`src/rtl/multi_cycle_controller.sv`:
```
// Multi-cycle MIPS-style control FSM: sequences fetch/decode/execute/memory/writeback,
// drives datapath strobes and selects, and traps on IRQ (first fetch cycle) or undefined opcodes.
module multi_cycle_controller #(
  parameter int unsigned ST_W = 4
) (
  input  logic            clk,
  input  logic            reset,
  input  logic [5:0]      OpCode,
  input  logic [5:0]      Funct,
  input  logic            IRQ,
  input  logic            KernelMode,
  input  logic            MemReady,
  output logic            PCWrite,
  output logic            PCWriteCond,
  output logic            IorD,
  output logic            MemRead,
  output logic            MemWrite,
  output logic            IRWrite,
  output logic            RegWrite,
  output logic            ExtOp,
  output logic            LuOp,
  output logic [1:0]      RegDst,
  output logic [1:0]      MemToReg,
  output logic [1:0]      ALUSrcA,
  output logic [1:0]      ALUSrcB,
  output logic [1:0]      ALUOp,
  output logic [2:0]      PCSource,
  output logic [ST_W-1:0] State
);

  localparam int unsigned STATE_W = 4;

  typedef enum logic [STATE_W-1:0] {
    FETCH  = 4'd0,  DECODE = 4'd1,  EXR = 4'd2,  RWB = 4'd3,
    EXI    = 4'd4,  IWB    = 4'd5,  ADDR = 4'd6, MRD = 4'd7,
    MWR    = 4'd8,  LWB    = 4'd9,  BR = 4'd10,  JMP = 4'd11,
    JR     = 4'd12, EXC    = 4'd13
  } state_t;

  localparam logic       CAUSE_UNDEF = 1'b0;
  localparam logic       CAUSE_IRQ   = 1'b1;

  localparam logic [1:0] SRCA_PC = 2'b00, SRCA_SHAMT = 2'b01, SRCA_RS = 2'b10;
  localparam logic [1:0] SRCB_RT = 2'b00, SRCB_FOUR = 2'b01, SRCB_IMM = 2'b10, SRCB_BRANCH = 2'b11;
  localparam logic [1:0] ALU_ADD = 2'b00, ALU_SUB = 2'b01, ALU_RTYPE = 2'b10, ALU_ITYPE = 2'b11;
  localparam logic [1:0] DST_RT = 2'b00, DST_RD = 2'b01, DST_RA = 2'b10, DST_K0 = 2'b11;
  localparam logic [1:0] WB_ALU = 2'b00, WB_MEM = 2'b01, WB_PC = 2'b10;
  localparam logic [2:0] PCS_ALU = 3'b000, PCS_ALUOUT = 3'b001, PCS_JUMP = 3'b010,
                         PCS_RS = 3'b011, PCS_IRQ = 3'b100, PCS_EXC = 3'b101;

  state_t state, nextState;
  logic   firstCycle;
  logic   cause;
  logic   takeIrq;

  // Instruction class dispatch out of DECODE; anything unrecognised traps.
  function automatic state_t decodeTarget(input logic [5:0] op, input logic [5:0] fn);
    state_t t;
    t = EXC;
    case (op)
      6'h00: begin
        if (fn == 6'h08 || fn == 6'h09) t = JR;
        else if (fn inside {6'h00, 6'h02, 6'h03, [6'h20:6'h27], 6'h2A, 6'h2B}) t = EXR;
      end
      6'h01, 6'h04, 6'h05, 6'h06, 6'h07:                 t = BR;
      6'h02, 6'h03:                                       t = JMP;
      6'h08, 6'h09, 6'h0A, 6'h0B, 6'h0C, 6'h0D, 6'h0F:   t = EXI;
      6'h23, 6'h2B:                                       t = ADDR;
      default:                                            t = EXC;
    endcase
    return t;
  endfunction

  always_ff @(posedge clk) begin
    if (reset) begin
      state      <= FETCH;
      firstCycle <= 1'b1;
      cause      <= CAUSE_UNDEF;
    end else begin
      state      <= nextState;
      firstCycle <= (nextState == FETCH) && (state != FETCH);
      if (nextState == EXC && state != EXC) cause <= takeIrq ? CAUSE_IRQ : CAUSE_UNDEF;
    end
  end

  always_comb begin
    nextState   = state;
    takeIrq     = 1'b0;
    PCWrite     = 1'b0;
    PCWriteCond = 1'b0;
    IorD        = 1'b0;
    MemRead     = 1'b0;
    MemWrite    = 1'b0;
    IRWrite     = 1'b0;
    RegWrite    = 1'b0;
    ExtOp       = 1'b1;
    LuOp        = 1'b0;
    RegDst      = DST_RT;
    MemToReg    = WB_ALU;
    ALUSrcA     = SRCA_PC;
    ALUSrcB     = SRCB_RT;
    ALUOp       = ALU_ADD;
    PCSource    = PCS_ALU;
    case (state)
      FETCH: begin
        ALUSrcB = SRCB_FOUR;
        // Interrupts are only accepted before the fetch is issued.
        if (firstCycle && IRQ && !KernelMode) begin
          takeIrq   = 1'b1;
          nextState = EXC;
        end else begin
          MemRead = 1'b1;
          IRWrite = MemReady;
          PCWrite = MemReady;
          if (MemReady) nextState = DECODE;
        end
      end
      DECODE: begin
        ALUSrcB   = SRCB_BRANCH;
        nextState = decodeTarget(OpCode, Funct);
      end
      EXR: begin
        ALUOp     = ALU_RTYPE;
        ALUSrcA   = (Funct inside {6'h00, 6'h02, 6'h03}) ? SRCA_SHAMT : SRCA_RS;
        nextState = RWB;
      end
      RWB: begin
        RegWrite  = 1'b1;
        RegDst    = DST_RD;
        nextState = FETCH;
      end
      EXI: begin
        ALUSrcA   = SRCA_RS;
        ALUSrcB   = SRCB_IMM;
        ALUOp     = ALU_ITYPE;
        LuOp      = (OpCode == 6'h0F);
        ExtOp     = !(OpCode inside {6'h09, 6'h0B, 6'h0C, 6'h0D});
        nextState = IWB;
      end
      IWB: begin
        RegWrite  = 1'b1;
        nextState = FETCH;
      end
      ADDR: begin
        ALUSrcA   = SRCA_RS;
        ALUSrcB   = SRCB_IMM;
        nextState = (OpCode == 6'h23) ? MRD : MWR;
      end
      MRD: begin
        MemRead = 1'b1;
        IorD    = 1'b1;
        if (MemReady) nextState = LWB;
      end
      MWR: begin
        MemWrite = 1'b1;
        IorD     = 1'b1;
        if (MemReady) nextState = FETCH;
      end
      LWB: begin
        RegWrite  = 1'b1;
        MemToReg  = WB_MEM;
        nextState = FETCH;
      end
      BR: begin
        ALUSrcA     = SRCA_RS;
        ALUOp       = ALU_SUB;
        PCWriteCond = 1'b1;
        PCSource    = PCS_ALUOUT;
        nextState   = FETCH;
      end
      JMP: begin
        PCWrite  = 1'b1;
        PCSource = PCS_JUMP;
        if (OpCode == 6'h03) begin
          RegWrite = 1'b1;
          RegDst   = DST_RA;
          MemToReg = WB_PC;
        end
        nextState = FETCH;
      end
      JR: begin
        PCWrite  = 1'b1;
        PCSource = PCS_RS;
        if (Funct == 6'h09) begin
          RegWrite = 1'b1;
          RegDst   = DST_RD;
          MemToReg = WB_PC;
        end
        nextState = FETCH;
      end
      EXC: begin
        RegWrite  = 1'b1;
        RegDst    = DST_K0;
        MemToReg  = WB_PC;
        PCWrite   = 1'b1;
        PCSource  = (cause == CAUSE_IRQ) ? PCS_IRQ : PCS_EXC;
        nextState = FETCH;
      end
      default: nextState = FETCH;
    endcase
  end

  assign State = ST_W'(state);

endmodule
```
`config.mk`:
```
export PLATFORM = sky130hd
export DESIGN_NAME = multi_cycle_controller
export DESIGN_NICKNAME = d
export VERILOG_FILES = /design/src/rtl/multi_cycle_controller.sv
export SDC_FILE = /design/constraint.sdc
export NUM_CORES = 1
export LEC_CHECK = 0
export CELL_PAD_IN_SITES_DETAIL_PLACEMENT = 1
export CELL_PAD_IN_SITES_GLOBAL_PLACEMENT = 1
export CORE_ASPECT_RATIO = 1.4
export CORE_MARGIN = 2
export CORE_UTILIZATION = 39
export CTS_BUF_LIST = sky130_fd_sc_hd__clkbuf_4 sky130_fd_sc_hd__clkbuf_8
export DETAILED_ROUTE_END_ITERATION = 8
export DONT_BUFFER_PORTS = 1
export PLACE_DENSITY = 0.77
export SLEW_MARGIN = 20
export SYNTH_ARGS = -nofsm -noshare
export SYNTH_HDL_FRONTEND = slang
export SYNTH_SLANG_ARGS = --single-unit
```
`constraint.sdc`:
```
create_clock -name clk -period 2.7 [get_ports clk]
set_input_delay 0.27 -clock clk [delete_from_list [all_inputs] [get_ports clk]]
set_output_delay 0.27 -clock clk [all_outputs]
set_load 0.02 [all_outputs]
```
==> results of run 1 <==
[per-layer routing]
metal | vias up | wire (um) | GRT usage (%)
li1 | 532 | - | -
met1 | 522 | 1178 | 24.04
met3 | 8 | 139 | 3.519
met4 | 0 | 69 | 8.403
met5 | - | 0 | 0
met2 | 32 | 1698 | 43.88
[cell usage after synthesis (all sizes together) (2+ instances only)]
master / number / area share, %
a21oi: 9 / 4.9
buf: 4 / 2.9
o221ai: 2 / 1.9
or2: 2 / 1.6
dfxtp: 6 / 13
inv: 3 / 1.2
clkbuf: 6 / 2.4
o21ai: 7 / 3.8
nand3b: 3 / 2.4
nor3b: 3 / 2.4
nand2: 13 / 5.3
nand3: 5 / 2.7
a211oi: 5 / 4.6
nor2b: 5 / 3.4
and3b: 2 / 1.9
or3: 4 / 2.7
nor2: 28 / 11
o31ai: 3 / 2.4
nand2b: 11 / 7.5
nor3: 8 / 4.3
[placed cells by master (no fill, tap or decap), types with 2 or more instances in the layout]
cell and instances:
buf_4 9, clkbuf_4 3, and3b_1 2, inv_1 3, nand2_1 13, nor3b_1 3, nand2b_1 11, o21ai_0 4
dfxtp_1 6, nand3b_1 3, nand3_1 5, nor2_1 28, a211oi_1 4, a21oi_1 9, or3_1 4, nor3_1 8
nor2b_1 5, o221ai_1 2, o21ai_1 3, o31ai_1 3
[worst paths after layout]
kind                                          start             endpoint  slack [ns]  depth (start not counted)
worst max register to register  State[1]$_SDFF_PP0_   cause$_SDFFE_PP0P_        0.62                          6
worst min register to register   cause$_SDFFE_PP0P_   cause$_SDFFE_PP0P_        0.56                          3
worst min-delay path                          reset  State[2]$_SDFF_PP0_         0.1                          1
worst max-delay path            State[1]$_SDFF_PP0_              PCWrite        0.48                          5
[stage by stage]
| step | cells | hold WS (ns) |
|---|---|---|
| 2_1_floorplan | 148 | 0.3424 |
| 6_report | 172 | 0.09811 |
| 4_1_cts | 172 | 0.09269 |
| 5_1_grt | 172 | 0.08686 |
| 3_3_place_gp | 169 | 0.3434 |
| 3_5_place_dp | 169 | 0.3455 |
[cell type report]
| class | instances | share of cell area (%) |
|---|---|---|
| Inverter | 3 | 1.138 |
| Clock buffer | 3 | 2.276 |
| Sequential cell | 6 | 12.14 |
| Tap cell | 22 | 2.781 |
| Multi-Input combinational cell | 129 | 74.84 |
| Timing Repair Buffer | 9 | 6.827 |
[flip-flops by register name, summed over array words and instances (netlist names)]
| name | cells |
|---|---|
| State | 4 |
| cause | 1 |
| firstCycle | 1 |
[power by group through the flow]
stage / clock network (mW) / registers (mW) / logic, mW
final: 0.0793 / 0.160 / 0.798
after global routing: 0.0888 / 0.165 / 0.874
after CTS: 0.0823 / 0.161 / 0.799
after detailed placement: 0 / 0.162 / 0.797
after global placement: 0 / 0.159 / 0.765
after floorplan: 0 / 0.175 / 0.624
[cells by family after synthesis]
family | Yosys count | share of synthesized area [%]
AOI/OAI and AO/OA | 37 | 27.58
xor gates and xnor gates | 1 | 0.9513
buffers and inverters | 13 | 6.521
DFF | 6 | 13.04
muxes | 2 | 2.310
and+or+nand+nor | 89 | 49.59
[worst register-to-register path, cell delays in order, from the launching register on]
cell	delay, ns
dfxtp_1	0.58
nand2b_1	0.28
or2_4	0.19
a211oi_1	0.05
a211oi_1	0.47
nand3_1	0.14
o31a_1	0.26
==> impl_metrics.json, run 1 <==
{
  "synth-async-reset-ratio_pct": 0,
  "pwr-share-clk_pct": 7.6,
  "grt_antenna_before_repair": 0,
  "clock_path_buffers": 2,
  "syn-num-nets": 165,
  "initial_core_util_pct": 41.82,
  "cpMostUsedCell": "nor2_1",
  "grt_max_degree": 18,
  "pre_cts_slack_ns": 0.7018,
  "drc": 0,
  "ys_seq_elements": 6,
  "firstDrtPassIters": 4,
  "max_cap_violations": 0,
  "synth_warnings": 0,
  "holdCritPathClass": "input pin to flip-flop",
  "syn-mean-instance-area_um2": 6.222,
  "clock-skew-final_ns": 0.003271,
  "drv_slew": 0,
  "cp_top_family": "simple AND/OR/NAND/NOR gates",
  "via_per_inst": 6.360,
  "switchingPower_mw": 0.6096,
  "final_hold_viol_count": 0,
  "clock-sinks": 6,
  "gp_congestion": 0.9640,
  "sw_frac_of_total_pct": 58.76,
  "synth_edf_count": 0,
  "ys_seq_area_share_pct": 13.04,
  "io-pin-count": 43,
  "antennaDiodeCount": 0,
  "grt-ovfl-total": 0,
  "drt_iter0_markers": 22,
  "intPower_mw": 0.4278,
  "setup_ws_ns": 0.4753,
  "max_freq_mhz": 449.5,
  "drtAntennaViolNets": 0,
  "rsz0062_at_grt": "no",
  "final_area_um2": 989.7,
  "vias": 1094,
  "cpPeakStageDelay_ns": 0.58,
  "cp_data_arrival_time_ns": 1.95,
  "hpwl_um": 2502,
  "rows": 20,
  "worst_ep_required_time_ns": 2.43,
  "path_clk_slew_ns": 0.04,
  "p_leak_nw": 0.3526,
  "post_cts_buffers": 0,
  "synthFlopType": "dfxtp_1",
  "wl_per_cell_um": 17.94,
  "dieHeight_um": 61.50,
  "dieArea_mm2": 0.002772,
  "max_slew.worst_pin.slew_ns": 0.6514,
  "finalCritPeriodShare_pct": 82.40,
  "path_cells": "nor2_1 -> inv_1 -> nor2_1 -> and3_1 -> or3_1",
  "ir_worst_vdd_uv": 627.2,
  "fin_crit_ns": 2.225,
  "post_cts_resized": 0,
  "status": "finished clean",
  "numCtsBuffers": 3,
  "p_per_area_mw_per_mm2": 1048,
  "endpoint_kind": "primary output",
  "slowest_stage": "dfxtp_1",
  "io_buffers": 0,
  "utilization_pct": 44.94,
  "cts_hold_buffers": 0,
  "setup_tns_ns": 0,
  "ys_types": 43,
  "syn_to_final_growth_pct": 7.473,
  "drt_wl_total_um": 3085,
  "grt_usage_pct": 22.74,
  "total_power_mw": 1.037,
  "seq_power_share_pct": 15.5,
  "path_buf_inv": 1,
  "critical_path_class": "flip-flop to primary output",
  "syn_inst": 148,
  "syn_area_um2": 920.9,
  "insertion_delay_ns": 0.24,
  "grt_pass1_vias": 1078,
  "htreeDepth": 1,
  "clockRootBuffer": "clkbuf_4",
  "die_w_um": 45.07,
  "place_area_um2": 967.2,
  "core_area_mm2": 0.002202,
  "combPwrFrac_pct": 76.9,
  "multi_input_area_um2": 740.7,
  "seqCellArea_um2": 120.1,
  "fillerInstances": 320,
  "drive_gt1_share_pct": 10.00,
  "fin_nets": 169,
  "worst_setup_path_start_kind": "flip-flop",
  "slew_headroom_pct": 56.11,
  "critPathMaxFanout": 12,
  "grt_pass1_wl_um": 4781,
  "setup_violations": 0,
  "cts_tree": "built"
}
Power figures use the tool's default switching activity.
==> inputs of run 2 (changes only) <==
Clock period 2.7 ns to 2.2 ns, I/O delays scaled along.
==> run 2 against run 1 <==
Net effect: final area rose by 4.6%; clock power grew 31%; worst setup slack got worse by 0.28 ns; worst hold slack lost 0.062 ns; largest power group unchanged.
==> impl_metrics.json, run 2 (same netlist as run 1, synthesis figures left out) <==
{
  "status": "finished clean",
  "fin_nets": 175,
  "cts_tree": "built",
  "grt_max_degree": 18,
  "rsz0062_at_grt": "no",
  "slew_headroom_pct": 52.82,
  "largest_reg_flops": 4,
  "max_slew.worst_pin.slew_ns": 0.7004,
  "final_hold_viol_count": 0,
  "setup_ws_ns": 0.1911,
  "syn_to_final_growth_pct": 12.36,
  "grt_pass1_wl_um": 5030,
  "numCtsBuffers": 3,
  "p_leak_nw": 0.3847,
  "holdCritPathClass": "input pin to flip-flop",
  "io_buffers": 0,
  "crit_path_start": "State[0]$_SDFF_PP0_",
  "final_area_mm2": 0.001035,
  "max_cap_violations": 0,
  "whs_ns": 0.03625,
  "rows": 20,
  "timing.rr.end": "cause$_SDFFE_PP0P_",
  "critPathMaxFanout": 11,
  "post_cts_buffers": 0,
  "worst_setup_path_start_kind": "flip-flop",
  "rr_startpoint": "State[0]$_SDFF_PP0_",
  "hold_path_end": "State[1]$_SDFF_PP0_",
  "critical_path_class": "flip-flop to primary output",
  "drive_gt1_share_pct": 13.46,
  "setup_tns_ns": 0,
  "utilization_pct": 46.99,
  "layout_commonest_cell": "nor2_1",
  "layout.cells.non_filler": 178,
  "endpoint_kind": "primary output",
  "dieHeight_um": 61.50,
  "clock_path_buffers": 2,
  "clock-skew-final_ns": 0.009808,
  "drv_slew": 0,
  "core_area_mm2": 0.002202,
  "dieArea_mm2": 0.002772,
  "cp_data_arrival_time_ns": 1.79,
  "drtAntennaViolNets": 0,
  "dpl.cell_count": 175,
  "total_power_mw": 1.307,
  "place_area_mm2": 0.001012,
  "grt_pass1_vias": 1082,
  "wl_per_cell_um": 17.49,
  "post_cts_resized": 0,
  "drt_wl_total_um": 3114,
  "insertion_delay_ns": 0.25,
  "firstDrtPassIters": 4,
  "grt-ovfl-total": 0,
  "htreeDepth": 1,
  "layout_common_cells": "28 x nor2_1, 15 x buf_4, 13 x nand2_1",
  "cts_hold_buffers": 0,
  "finalCritPeriodShare_pct": 91.31,
  "clockRootBuffer": "clkbuf_4",
  "hpwl_um": 2482,
  "min_from": "reset",
  "drc": 0,
  "vias": 1114,
  "drt_iter0_markers": 10,
  "grt_usage_pct": 24.05,
  "whs_path_depth": 1,
  "grt_antenna_before_repair": 0,
  "rr_worst_depth": 6,
  "initial_core_util_pct": 41.82,
  "gp_congestion": 0.9152,
  "die_w_um": 45.07,
  "antennaDiodeCount": 0,
  "ir_worst_vdd_uv": 594.9,
  "max_freq_mhz": 497.8,
  "io-pin-count": 43,
  "p_per_area_mw_per_mm2": 1264,
  "fin_crit_ns": 2.009,
  "path_clk_slew_ns": 0.05,
  "setup_violations": 0,
  "pre_cts_slack_ns": 0.3245,
  "worst_ep_required_time_ns": 1.98,
  "via_per_inst": 6.258,
  "clock-sinks": 6,
  "r2r_slack_ns": 0.32
}
==> run 2: per-layer routing <==
| layer | share of wire, % | up-vias | global-route usage, % | routed length [um] |
|---|---|---|---|---|
| met5 | 0 | - | 0 | 0 |
| met4 | 1.0 | 0 | 7.563 | 31 |
| met3 | 4.8 | 4 | 4.106 | 149 |
| met2 | 53 | 29 | 42.45 | 1662 |
| met1 | 41 | 532 | 29.17 | 1270 |
| li1 | - | 549 | - | - |
==> run 2: final cells by class <==
class | instances | area, um^2
multi-input cells | 129 | 740.7
clock buffers | 3 | 22.52
repair buffers | 15 | 112.6
inverters | 3 | 11.26
well taps | 22 | 27.53
fillers | 310 | 1167
flip-flops and latches | 6 | 120.1
==> run 2: worst max-delay path, stage by stage, from the launching register on <==
cell and delay, ns:
dfxtp_1 0.52, nor2_1 0.13, inv_1 0.15, nor2_1 0.09
and3_1 0.20, or3_1 0.45
==> run 2: power breakdown <==
part,total (mW),leakage [nW],internal (mW),switching [mW]
registers,0.189,0.0494,0.149,0.0407
logic,1.01,0.321,0.347,0.667
clock network,0.104,0.0138,0.0619,0.0424
==> run 2: worst max path at each step <==
stage	slack, ns	cells after the start	end
after floorplan	0.24	4	ALUSrcA[1]
after global placement	0.42	6	cause$_SDFFE_PP0P_
after detailed placement	0.32	6	cause$_SDFFE_PP0P_
after CTS	0.19	5	PCWrite
after global routing	0.09	5	PCWrite
final	0.19	5	PCWrite
